**config.mk**
```make
export PLATFORM = sky130hd
export DESIGN_NAME = led_frame_loader_flat
export DESIGN_NICKNAME = d
export VERILOG_FILES = /design/src/rtl/led_frame_loader_if.sv /design/src/rtl/led_frame_loader.sv /design/src/flat_wrapper.sv
export SDC_FILE = /design/constraint.sdc
export NUM_CORES = 1
export LEC_CHECK = 0
export CAP_MARGIN = 10
export CORE_MARGIN = 2
export CORE_UTILIZATION = 50
export CTS_CLUSTER_DIAMETER = 120
export DETAILED_ROUTE_END_ITERATION = 12
export PLACE_DENSITY = 0.68
export SYNTH_ARGS = -nofsm -noshare
export SYNTH_HDL_FRONTEND = slang
export SYNTH_SLANG_ARGS = --single-unit
```
**constraint.sdc**
```tcl
create_clock -name clk -period 3.94 [get_ports clk]
set_input_delay 1.182 -clock clk [delete_from_list [all_inputs] [get_ports clk]]
set_output_delay 1.182 -clock clk [all_outputs]
set_load 0.01 [all_outputs]
```
**src/rtl/led_frame_loader_if.sv**
```systemverilog
// Host-side write/start port and LED-driver pins of led_frame_loader.
// master: host logic (drives writes/start, watches status and pins).
// slave : the loader itself.
interface led_frame_loader_if #(
    parameter int NCOLS = 8
) ();
    localparam int AW = (NCOLS > 1) ? $clog2(NCOLS) : 1;

    logic          wr_en;
    logic [AW-1:0] wr_addr;
    logic [7:0]    wr_data;
    logic          start;
    logic          busy;
    logic          done;
    logic [7:0]    frame_cnt;
    logic          dclk_o;
    logic          din_o;
    logic          strobe_o;

    modport master (
        output wr_en, wr_addr, wr_data, start,
        input  busy, done, frame_cnt, dclk_o, din_o, strobe_o
    );

    modport slave (
        input  wr_en, wr_addr, wr_data, start,
        output busy, done, frame_cnt, dclk_o, din_o, strobe_o
    );
endinterface

```
**src/rtl/led_frame_loader.sv**
```systemverilog
// led_frame_loader: stages an NCOLS-byte frame written column by column and,
// on request, shifts it MSB first into the LED matrix driver chain using
// din_o/dclk_o, then pulses strobe_o so display bit j equals frame bit j.
// DIV sets the clk cycles per dclk phase and per strobe phase (1..255).
// Optional feature: define LED_LOADER_AUTOSTART_EN so that a write to the
// last column queues a transfer automatically (pending flag).
module led_frame_loader #(
    parameter int NCOLS = 8,
    parameter int DIV   = 1
) (
    input  logic               clk,
    input  logic               rst_n,
    led_frame_loader_if.slave  bus
);
    localparam int          NLEDS = 8 * NCOLS;
    localparam int          AW    = (NCOLS > 1) ? $clog2(NCOLS) : 1;
    localparam int          CW    = (NLEDS > 1) ? $clog2(NLEDS) : 1;
    localparam logic [7:0]  TMAX  = 8'(DIV - 1);
    localparam logic [CW-1:0] LAST_BIT = CW'(NLEDS - 1);

    typedef enum logic [2:0] {
        IDLE   = 3'd0,
        BIT_LO = 3'd1,
        BIT_HI = 3'd2,
        STROBE = 3'd3,
        FIN    = 3'd4
    } state_t;

    state_t             state_q,     state_d;
    logic [7:0]         timer_q,     timer_d;
    logic [CW-1:0]      bitcnt_q,    bitcnt_d;
    logic [NLEDS-1:0]   frame_q,     frame_d;
    logic [NLEDS-1:0]   shift_q,     shift_d;
    logic [7:0]         frame_cnt_q, frame_cnt_d;
    logic               dclk_q,      dclk_d;
    logic               din_q,       din_d;
    logic               strobe_q,    strobe_d;

    logic               wr_hit;
    logic               last_col_wr;
    logic               start_req;
    logic               accept;
    logic               tick;

`ifdef LED_LOADER_AUTOSTART_EN
    logic               pending_q,   pending_d;
`endif

    // Staging-buffer write decode; out-of-range columns are dropped.
    always_comb begin
        wr_hit      = bus.wr_en && (32'(bus.wr_addr) < 32'(NCOLS));
        last_col_wr = wr_hit && (bus.wr_addr == AW'(NCOLS - 1));
        frame_d     = frame_q;
        if (wr_hit) begin
            frame_d[{bus.wr_addr, 3'b000} +: 8] = bus.wr_data;
        end
    end

`ifdef LED_LOADER_AUTOSTART_EN
    // Pending request: set by a last-column write, cleared on acceptance;
    // a write landing in the acceptance cycle re-arms it for the next frame.
    always_comb begin
        pending_d = pending_q;
        if (accept) begin
            pending_d = 1'b0;
        end
        if (last_col_wr) begin
            pending_d = 1'b1;
        end
    end

    assign start_req = bus.start | pending_q;
`else
    assign start_req = bus.start;
`endif

    // Next-state, phase timer, bit counter and snapshot logic.
    always_comb begin
        state_d     = state_q;
        timer_d     = timer_q;
        bitcnt_d    = bitcnt_q;
        shift_d     = shift_q;
        frame_cnt_d = frame_cnt_q;
        accept      = 1'b0;
        tick        = (timer_q == 8'd0);

        case (state_q)
            IDLE: begin
                timer_d = TMAX;
                if (start_req) begin
                    // Snapshot uses the pre-write staging value.
                    accept   = 1'b1;
                    shift_d  = frame_q;
                    bitcnt_d = LAST_BIT;
                    state_d  = BIT_LO;
                end
            end
            BIT_LO: begin
                if (tick) begin
                    state_d = BIT_HI;
                    timer_d = TMAX;
                end else begin
                    timer_d = timer_q - 8'd1;
                end
            end
            BIT_HI: begin
                if (tick) begin
                    timer_d = TMAX;
                    if (bitcnt_q == '0) begin
                        state_d = STROBE;
                    end else begin
                        bitcnt_d = bitcnt_q - 1'b1;
                        state_d  = BIT_LO;
                    end
                end else begin
                    timer_d = timer_q - 8'd1;
                end
            end
            STROBE: begin
                if (tick) begin
                    state_d = FIN;
                    timer_d = TMAX;
                end else begin
                    timer_d = timer_q - 8'd1;
                end
            end
            FIN: begin
                frame_cnt_d = frame_cnt_q + 8'd1;
                timer_d     = TMAX;
                state_d     = IDLE;
            end
            default: begin
                state_d = IDLE;
                timer_d = TMAX;
            end
        endcase
    end

    // Pin values are derived from the upcoming state so the registered pins
    // line up with the state they belong to.
    always_comb begin
        dclk_d   = (state_d == BIT_HI);
        strobe_d = (state_d == STROBE);
        din_d    = 1'b0;
        if ((state_d == BIT_LO) || (state_d == BIT_HI)) begin
            din_d = shift_d[bitcnt_d];
        end
    end

    // State and datapath registers; reset aborts any transfer at once.
    always_ff @(posedge clk or negedge rst_n) begin
        if (!rst_n) begin
            state_q     <= IDLE;
            timer_q     <= TMAX;
            bitcnt_q    <= '0;
            frame_q     <= '0;
            shift_q     <= '0;
            frame_cnt_q <= 8'd0;
            dclk_q      <= 1'b0;
            din_q       <= 1'b0;
            strobe_q    <= 1'b0;
        end else begin
            state_q     <= state_d;
            timer_q     <= timer_d;
            bitcnt_q    <= bitcnt_d;
            frame_q     <= frame_d;
            shift_q     <= shift_d;
            frame_cnt_q <= frame_cnt_d;
            dclk_q      <= dclk_d;
            din_q       <= din_d;
            strobe_q    <= strobe_d;
        end
    end

`ifdef LED_LOADER_AUTOSTART_EN
    // Pending-request register.
    always_ff @(posedge clk or negedge rst_n) begin
        if (!rst_n) begin
            pending_q <= 1'b0;
        end else begin
            pending_q <= pending_d;
        end
    end
`endif

    assign bus.busy      = (state_q == BIT_LO) || (state_q == BIT_HI) ||
                           (state_q == STROBE);
    assign bus.done      = (state_q == FIN);
    assign bus.frame_cnt = frame_cnt_q;
    assign bus.dclk_o    = dclk_q;
    assign bus.din_o     = din_q;
    assign bus.strobe_o  = strobe_q;

endmodule

```
**src/flat_wrapper.sv**
```systemverilog
// flat-port wrapper written by rule: the top's interface ports become plain ports
module led_frame_loader_flat 
#(
    parameter int NCOLS = 8,
    parameter int DIV   = 1
)
  (clk, rst_n, bus_wr_en, bus_wr_addr, bus_wr_data, bus_start, bus_busy, bus_done, bus_frame_cnt, bus_dclk_o, bus_din_o, bus_strobe_o);
  led_frame_loader_if #(.NCOLS(NCOLS)) bus_i ();
  input  logic clk;
  input  logic rst_n;
  input wire logic [$bits(bus_i.wr_en)-1:0] bus_wr_en;
  input wire logic [$bits(bus_i.wr_addr)-1:0] bus_wr_addr;
  input wire logic [$bits(bus_i.wr_data)-1:0] bus_wr_data;
  input wire logic [$bits(bus_i.start)-1:0] bus_start;
  output wire logic [$bits(bus_i.busy)-1:0] bus_busy;
  output wire logic [$bits(bus_i.done)-1:0] bus_done;
  output wire logic [$bits(bus_i.frame_cnt)-1:0] bus_frame_cnt;
  output wire logic [$bits(bus_i.dclk_o)-1:0] bus_dclk_o;
  output wire logic [$bits(bus_i.din_o)-1:0] bus_din_o;
  output wire logic [$bits(bus_i.strobe_o)-1:0] bus_strobe_o;
  assign bus_i.wr_en = bus_wr_en;
  assign bus_i.wr_addr = bus_wr_addr;
  assign bus_i.wr_data = bus_wr_data;
  assign bus_i.start = bus_start;
  assign bus_busy = bus_i.busy;
  assign bus_done = bus_i.done;
  assign bus_frame_cnt = bus_i.frame_cnt;
  assign bus_dclk_o = bus_i.dclk_o;
  assign bus_din_o = bus_i.din_o;
  assign bus_strobe_o = bus_i.strobe_o;
  led_frame_loader #(.NCOLS(NCOLS), .DIV(DIV)) u_core (.clk(clk), .rst_n(rst_n), .bus(bus_i));
endmodule
```
# == Word level (Yosys, flattened, before mapping) ==
# Index checks and enable logic that the tools add are counted.
# totals
output_inout_bits,13
input_bits,15
register_bits,156
wordCells,48
# classes
n_reduce_logical,7
n_eq_ne,7
addsub,4
shift,2
order_cmp,1
n_mux,18
# op_table
cell,n
64-bit two-way mux,2
64-bit bitwise mux,1
8-bit by 8-bit variable shift with 64-bit output (first input constant),1
8-bit by 8-bit variable part select with 64-bit output,1
6-bit two-way mux,3
8-bit two-way mux,2
3-bit by 2-bit == test with 1-bit output (second input constant),4
3-bit two-way mux,4
3-bit one-hot mux with 4 select lines,1
6-bit one-hot mux with 2 select lines,1
8-bit by 1-bit adder with 8-bit output (second input constant),1
8-bit zero test,1
6-bit negator with 8-bit output,1
8-bit by 1-bit subtractor with 8-bit output (second input constant),1
6-bit by 7-bit < comparator with 1-bit output (second input constant),1
1-bit binary-select mux with 6-bit select,1
3-bit by 1-bit == test with 1-bit output (second input constant),2
6-bit zero test,1
6-bit by 1-bit subtractor with 6-bit output (second input constant),1
3-bit == test (second input constant),1
3-bit zero test,1
1-bit logical OR,3
3-bit OR reduction,1
1-bit two-way mux,2
2-bit two-way mux,1

# == Logic depth before layout (Yosys ltp) ==
# depth
depth_word,7
depth_mapped,13

# == Least setup slack after synthesis ==
# OpenSTA, ideal clock, no wires.
# synth_path
kind,input -> register
startpoint,input port bus_start
endpoint,"register u_core.din_q, in the netlist u_core.bus.din_o"
stages,9
arrival_ns,3.304
slack_ns,0.510
setup_time_ns,0.126
t_required_ns,3.814
cell_sequence,or4b_1 > clkbuf_1 > nand2b_1 > a2bb2oi_1 > buf_2 > clkbuf_1 > or4_1 > and3_1 > a221o_1
# synth_between
elab_chain_len,5
word_cells_on_any_way,12
classes_between,eq/ne: 2; mux: 9; reduce/logical: 1
# synth_lines
item,line,rtl
"start, declared",flat_wrapper.sv:14,input wire logic [$bits(bus_i.start)-1:0] bus_start;
"6-bit two-way mux, or another cell as far along",led_frame_loader.sv:90,if (start_req) begin
"6-bit one-hot mux with 2 select lines, or another cell as far along",led_frame_loader.sv:87,case (state_q)
"1-bit binary-select mux with 6-bit select, or another cell as far along",led_frame_loader.sv:146,din_d = shift_d[bitcnt_d];
1-bit two-way mux (not written as such) or 1-bit logical OR (tied branches),"led_frame_loader.sv:146, led_frame_loader.sv:145",
1-bit two-way mux *,led_frame_loader.sv:145,if ((state_d == BIT_LO) || (state_d == BIT_HI)) begin
via u_core.din_d,led_frame_loader.sv:36,"logic din_q, din_d;"
"end signal, assigned",led_frame_loader.sv:170,din_q <= din_d;
"end, declared",led_frame_loader.sv:36,
# The timed path passes the listed nets; every way through them passes the cells marked *. The select of a mux whose other input is x is not followed.
# A chain may end at the register's enable or synchronous reset.

# == Final worst setup path ==
# Ends and elaborated chain as after synthesis.

==> impl_summary.md <==
Run status
The run finished with clean final reports.

Synthesis
Synthesis produced a netlist whose cell count is 752. The part of the Yosys area used for sequential elements is 0.5479. The share of synthesized registers carrying an async set or reset is 1.000. The post-synthesis instance area is 7124 sq um. During synthesis, Yosys emitted a total of 0 warnings. The average size of a mapped cell is 9.474 sq um. The synthesized design contains 0 enable-type register cells.

The number of distinct standard cells referenced by the synthesized netlist is 64. When the netlist entered floorplanning its net count stood at 772. The count of state elements after synthesis is 156. In the synthesized netlist the dominant register cell turns out to be sky130_fd_sc_hd__dfrtp_1.

Setup path
The cell family contributing the most delay on the critical path is compound AO/OA/AOI/OAI gates. In this run the worst path has a maximum fanout of 9. The worst path buffer plus inverter count is 1.

The data arrival time at the worst-slack endpoint is 4.08 ns. The largest stage delay on the critical path is 0.77 ns. The worst-path cell with the longest stage delay is sky130_fd_sc_hd__or4b_2. The kind of start point of the critical path is an input pin.

STA classifies the critical path endpoint as a register. The required arrival time at the worst endpoint is 4.25 ns. The critical path start-end classification is input pin to register.

The critical path goes through clkdlybuf4s50_1 -> or4b_2 -> nand3_1 -> a22oi_1 -> a311o_1 -> a32o_1 -> nor3_1 -> o22ai_1 -> a21o_1 -> a221o_1.

Power
For this design the static power due to leakage is 4.038 nW. IR analysis of the VDD net gives a maximum drop of 0.0003151 V. The internal power of the cells totals 3.693 mW. The proportion of total power due to net switching is 0.3369. Summed over all nets, the switching power comes to 1.877 mW. The sequential share of power is 0.417.

The portion of total power attributed to the clock network is 0.284. The share of power burned in combinational logic is 0.299. The power per unit of standard cell area is 669.0 nW/um^2.

Placed design
The number of port buffers is 27. At the placement stage, the worst setup path has a slack of -0.2261 ns. The area of placed instances is 7761 sq um. The detailed-placement wirelength estimate is 11520 um. The global placement routability congestion is 0.8723.

STA
After routing, the total negative slack on setup checks comes to 0 ns. Setup slack closes at 0.1759 ns. The final clock period utilization by the worst path is 0.9554. The highest attainable clock frequency is 0.2657 GHz. The worst clock skew is 0.006677 ns. The worst-case hold slack is 0.4611 ns. Setup repair after global routing left no endpoint under its margin. Measured against its own limit, the worst slew margin works out to 0.6152. The number of endpoints with negative hold slack in the final report came to 0. The number of pins exceeding their max-slew limit in the final report came to 0.

For the pin with the worst max-slew slack, the measured transition is 0.5754 ns. The minimum clock period after layout is 3.764 ns. Setup violations remaining at the end of the flow were counted as 0.

Global route
The via count of the first global-routing pass is 5485. The initial antenna violation count is 0. In the global route stage, overall resource usage came out at 0.2394. Entering global routing, the biggest net connects 69 pins. The global-route wire length before repair is 27660 um. After global routing the overflow that remains totals 0.

Floorplanning
The height of the chip is 123.4 um. The die outline width is 123.4 um. Pin placement for this block handled 28 I/O pins. The area of the core region is 13880 sq um. Row generation in the floorplan step produced 43 rows.

The die covers 15220 sq um. The starting density of the core is 0.5133.

Layout
In the final design database the tool counted 815 nets. Leaving out fill and tap cells, the most frequent cells in the layout are sky130_fd_sc_hd__nand2_1 (264), sky130_fd_sc_hd__dfrtp_1 (156), sky130_fd_sc_hd__nor2_1 (37), sky130_fd_sc_hd__mux2_2 (36), sky130_fd_sc_hd__o21ai_0 (35). The synthesis-to-finish area growth is 16.88%.

The number of fillers in the final layout is 1175. The proportion of layout cells with a drive suffix above 1 is 0.1390. The library cell used most frequently in the layout, excluding fill and tap cells, is sky130_fd_sc_hd__nand2_1. Summing all non-filler instances in the final layout gives an area of 8327 sq um. The repair_antennas step left the layout with diodes totalling 0.

Across the whole layout, storage elements account for 3904 sq um. In the final layout, the multi-input gates occupy 3024 sq um.

Flow run
Across the run, the number of max-cap violations was 0.

Clocking
The buffer depth of the longest clock path is 2. The clock slew seen by the registers of the worst setup and hold paths is 0.06 ns. TritonCTS built the clock tree. The insertion delay to the later sink of the worst-skew pair is 0.43 ns. After clock tree synthesis, the repair step resized 0 gates. In this run the post-CTS setup repair buffer count came out at 0. The number of hold buffers added after cts is 0.

The tree is rooted in a sky130_fd_sc_hd__clkbuf_16. The total CTS buffers is 17. The clock sink total is 156. The H-tree was split into 4 levels.

Route
Dividing the detail-routed wire length by the instance count gives 17.10 um. Dividing the detail-routed via count by the number of cells gives 5.627. The count of nets left with antenna violations once routing finished came out at 0. The detailed router's first-iteration violation count is 491.

For this run, design rule violations remaining after detail routing come to 0. The routed layout has 5548 vias. The number of iterations in the first detailed-routing pass is 5. Summed over all layers, the routed wires come to 16860 um.

Min path
The type of the most critical hold path is register to register.
area by class of cell:
type                    instances  share of cell area
clock buffers                  20             0.05364
clock inverters                10             0.01427
inverters                      15            0.007062
multi-input cells             546              0.3632
flip-flops and latches        156              0.4688
well taps                     180             0.02705
repair buffers                 59             0.06597
worst paths after layout:
path / end / cells after the start / slack (ns) / start
min in group asynchronous: u_core.frame_q[58] / 1 / 0.73 / rst_n
setup / recovery: u_core.bus.din_o / 10 / 0.18 / bus_start
hold reg to reg: u_core.timer_q[0] / 1 / 0.46 / u_core.timer_q[0]
setup reg to reg: u_core.bus.din_o / 13 / 0.48 / u_core.timer_q[0]
max in group asynchronous: u_core.bus.frame_cnt[2] / 2 / 2.43 / rst_n
hold / removal: u_core.timer_q[0] / 1 / 0.46 / u_core.timer_q[0]
Yosys cell counts, types with 2 or more instances:
cell type / n / area [sq um]
sky130_fd_sc_hd__nand2_1: 264 / 991.0
sky130_fd_sc_hd__dfrtp_1: 156 / 3904
sky130_fd_sc_hd__nor2_1: 37 / 138.9
sky130_fd_sc_hd__mux2_2: 36 / 405.4
sky130_fd_sc_hd__o21ai_0: 35 / 175.2
sky130_fd_sc_hd__clkbuf_1: 27 / 101.4
sky130_fd_sc_hd__nand3_1: 19 / 95.09
sky130_fd_sc_hd__nor3_1: 16 / 80.08
sky130_fd_sc_hd__a21oi_1: 15 / 75.07
sky130_fd_sc_hd__inv_1: 12 / 45.04
sky130_fd_sc_hd__mux2i_1: 12 / 120.1
sky130_fd_sc_hd__xnor2_1: 9 / 78.83
sky130_fd_sc_hd__nand4_1: 8 / 50.05
sky130_fd_sc_hd__and3_1: 7 / 43.79
sky130_fd_sc_hd__a21o_1: 6 / 45.04
sky130_fd_sc_hd__ha_1: 5 / 62.56
sky130_fd_sc_hd__nor4b_1: 5 / 43.79
sky130_fd_sc_hd__or3_1: 5 / 31.28
sky130_fd_sc_hd__or4_1: 5 / 37.54
sky130_fd_sc_hd__nand3b_1: 4 / 30.03
sky130_fd_sc_hd__nor2b_1: 4 / 25.02
sky130_fd_sc_hd__a211oi_1: 3 / 22.52
sky130_fd_sc_hd__a22oi_1: 3 / 22.52
sky130_fd_sc_hd__a311o_1: 3 / 30.03
sky130_fd_sc_hd__and2_1: 3 / 18.77
sky130_fd_sc_hd__buf_1: 3 / 11.26
sky130_fd_sc_hd__buf_2: 3 / 15.01
sky130_fd_sc_hd__nor4_1: 3 / 18.77
sky130_fd_sc_hd__a21boi_0: 2 / 15.01
sky130_fd_sc_hd__a32o_1: 2 / 20.02
sky130_fd_sc_hd__buf_6: 2 / 22.52
sky130_fd_sc_hd__nor3b_1: 2 / 15.01
sky130_fd_sc_hd__nor4bb_1: 2 / 20.02
sky130_fd_sc_hd__o21bai_1: 2 / 15.01
sky130_fd_sc_hd__o311ai_0: 2 / 17.52
sky130_fd_sc_hd__o31ai_1: 2 / 15.01
power groups by stage:
| stage | sequential, mW | clock [mW] | combinational [mW] |
|---|---|---|---|
| after floorplan | 2.23 | 0 | 1.14 |
| after global placement | 2.33 | 0 | 1.62 |
| after detailed placement | 2.34 | 0 | 1.65 |
| after CTS | 2.32 | 1.61 | 1.67 |
| after global routing | 2.37 | 1.68 | 1.85 |
| final | 2.32 | 1.58 | 1.66 |
cell families (layout without fill, tap and decap cells):
logic type,after synthesis,in the layout,share of synthesized area
flops,156,156,0.5479
mux,48,48,0.07376
buf+inv,50,104,0.02933
fa+ha+maj,5,5,0.008781
compound gates,86,86,0.07727
simple gates,397,397,0.2506
xor+xnor,10,10,0.01229
state kept, by name (all words and copies together), names as in the netlist:
name and flops:
u_core.frame_q 64, u_core.shift_q 64, u_core.bus.frame_cnt 8, u_core.timer_q 8
u_core.bitcnt_q 6, u_core.state_q 3, u_core.bus.dclk_o 1, u_core.bus.din_o 1
u_core.bus.strobe_o 1
stage by stage:
| step | total power [mW] | util | cells |
|---|---|---|---|
| global placement | 3.943 | 0.5591 | 956 |
| floorplan | 3.372 | - | 752 |
| global route | 5.904 | 0.5999 | 986 |
| finish | 5.570 | 0.5999 | 986 |
| CTS | 5.593 | 0.5999 | 986 |
| detailed placement | 3.996 | 0.5591 | 956 |
metal layers:
metal,vias up,global-route usage,part of all wire
met5,-,0,0
met2,178,0.3760,0.46
met1,2706,0.3209,0.46
met4,0,0.09588,0.025
li1,2630,-,-
met3,34,0.05673,0.055
(Power assumes the default switching activity.)
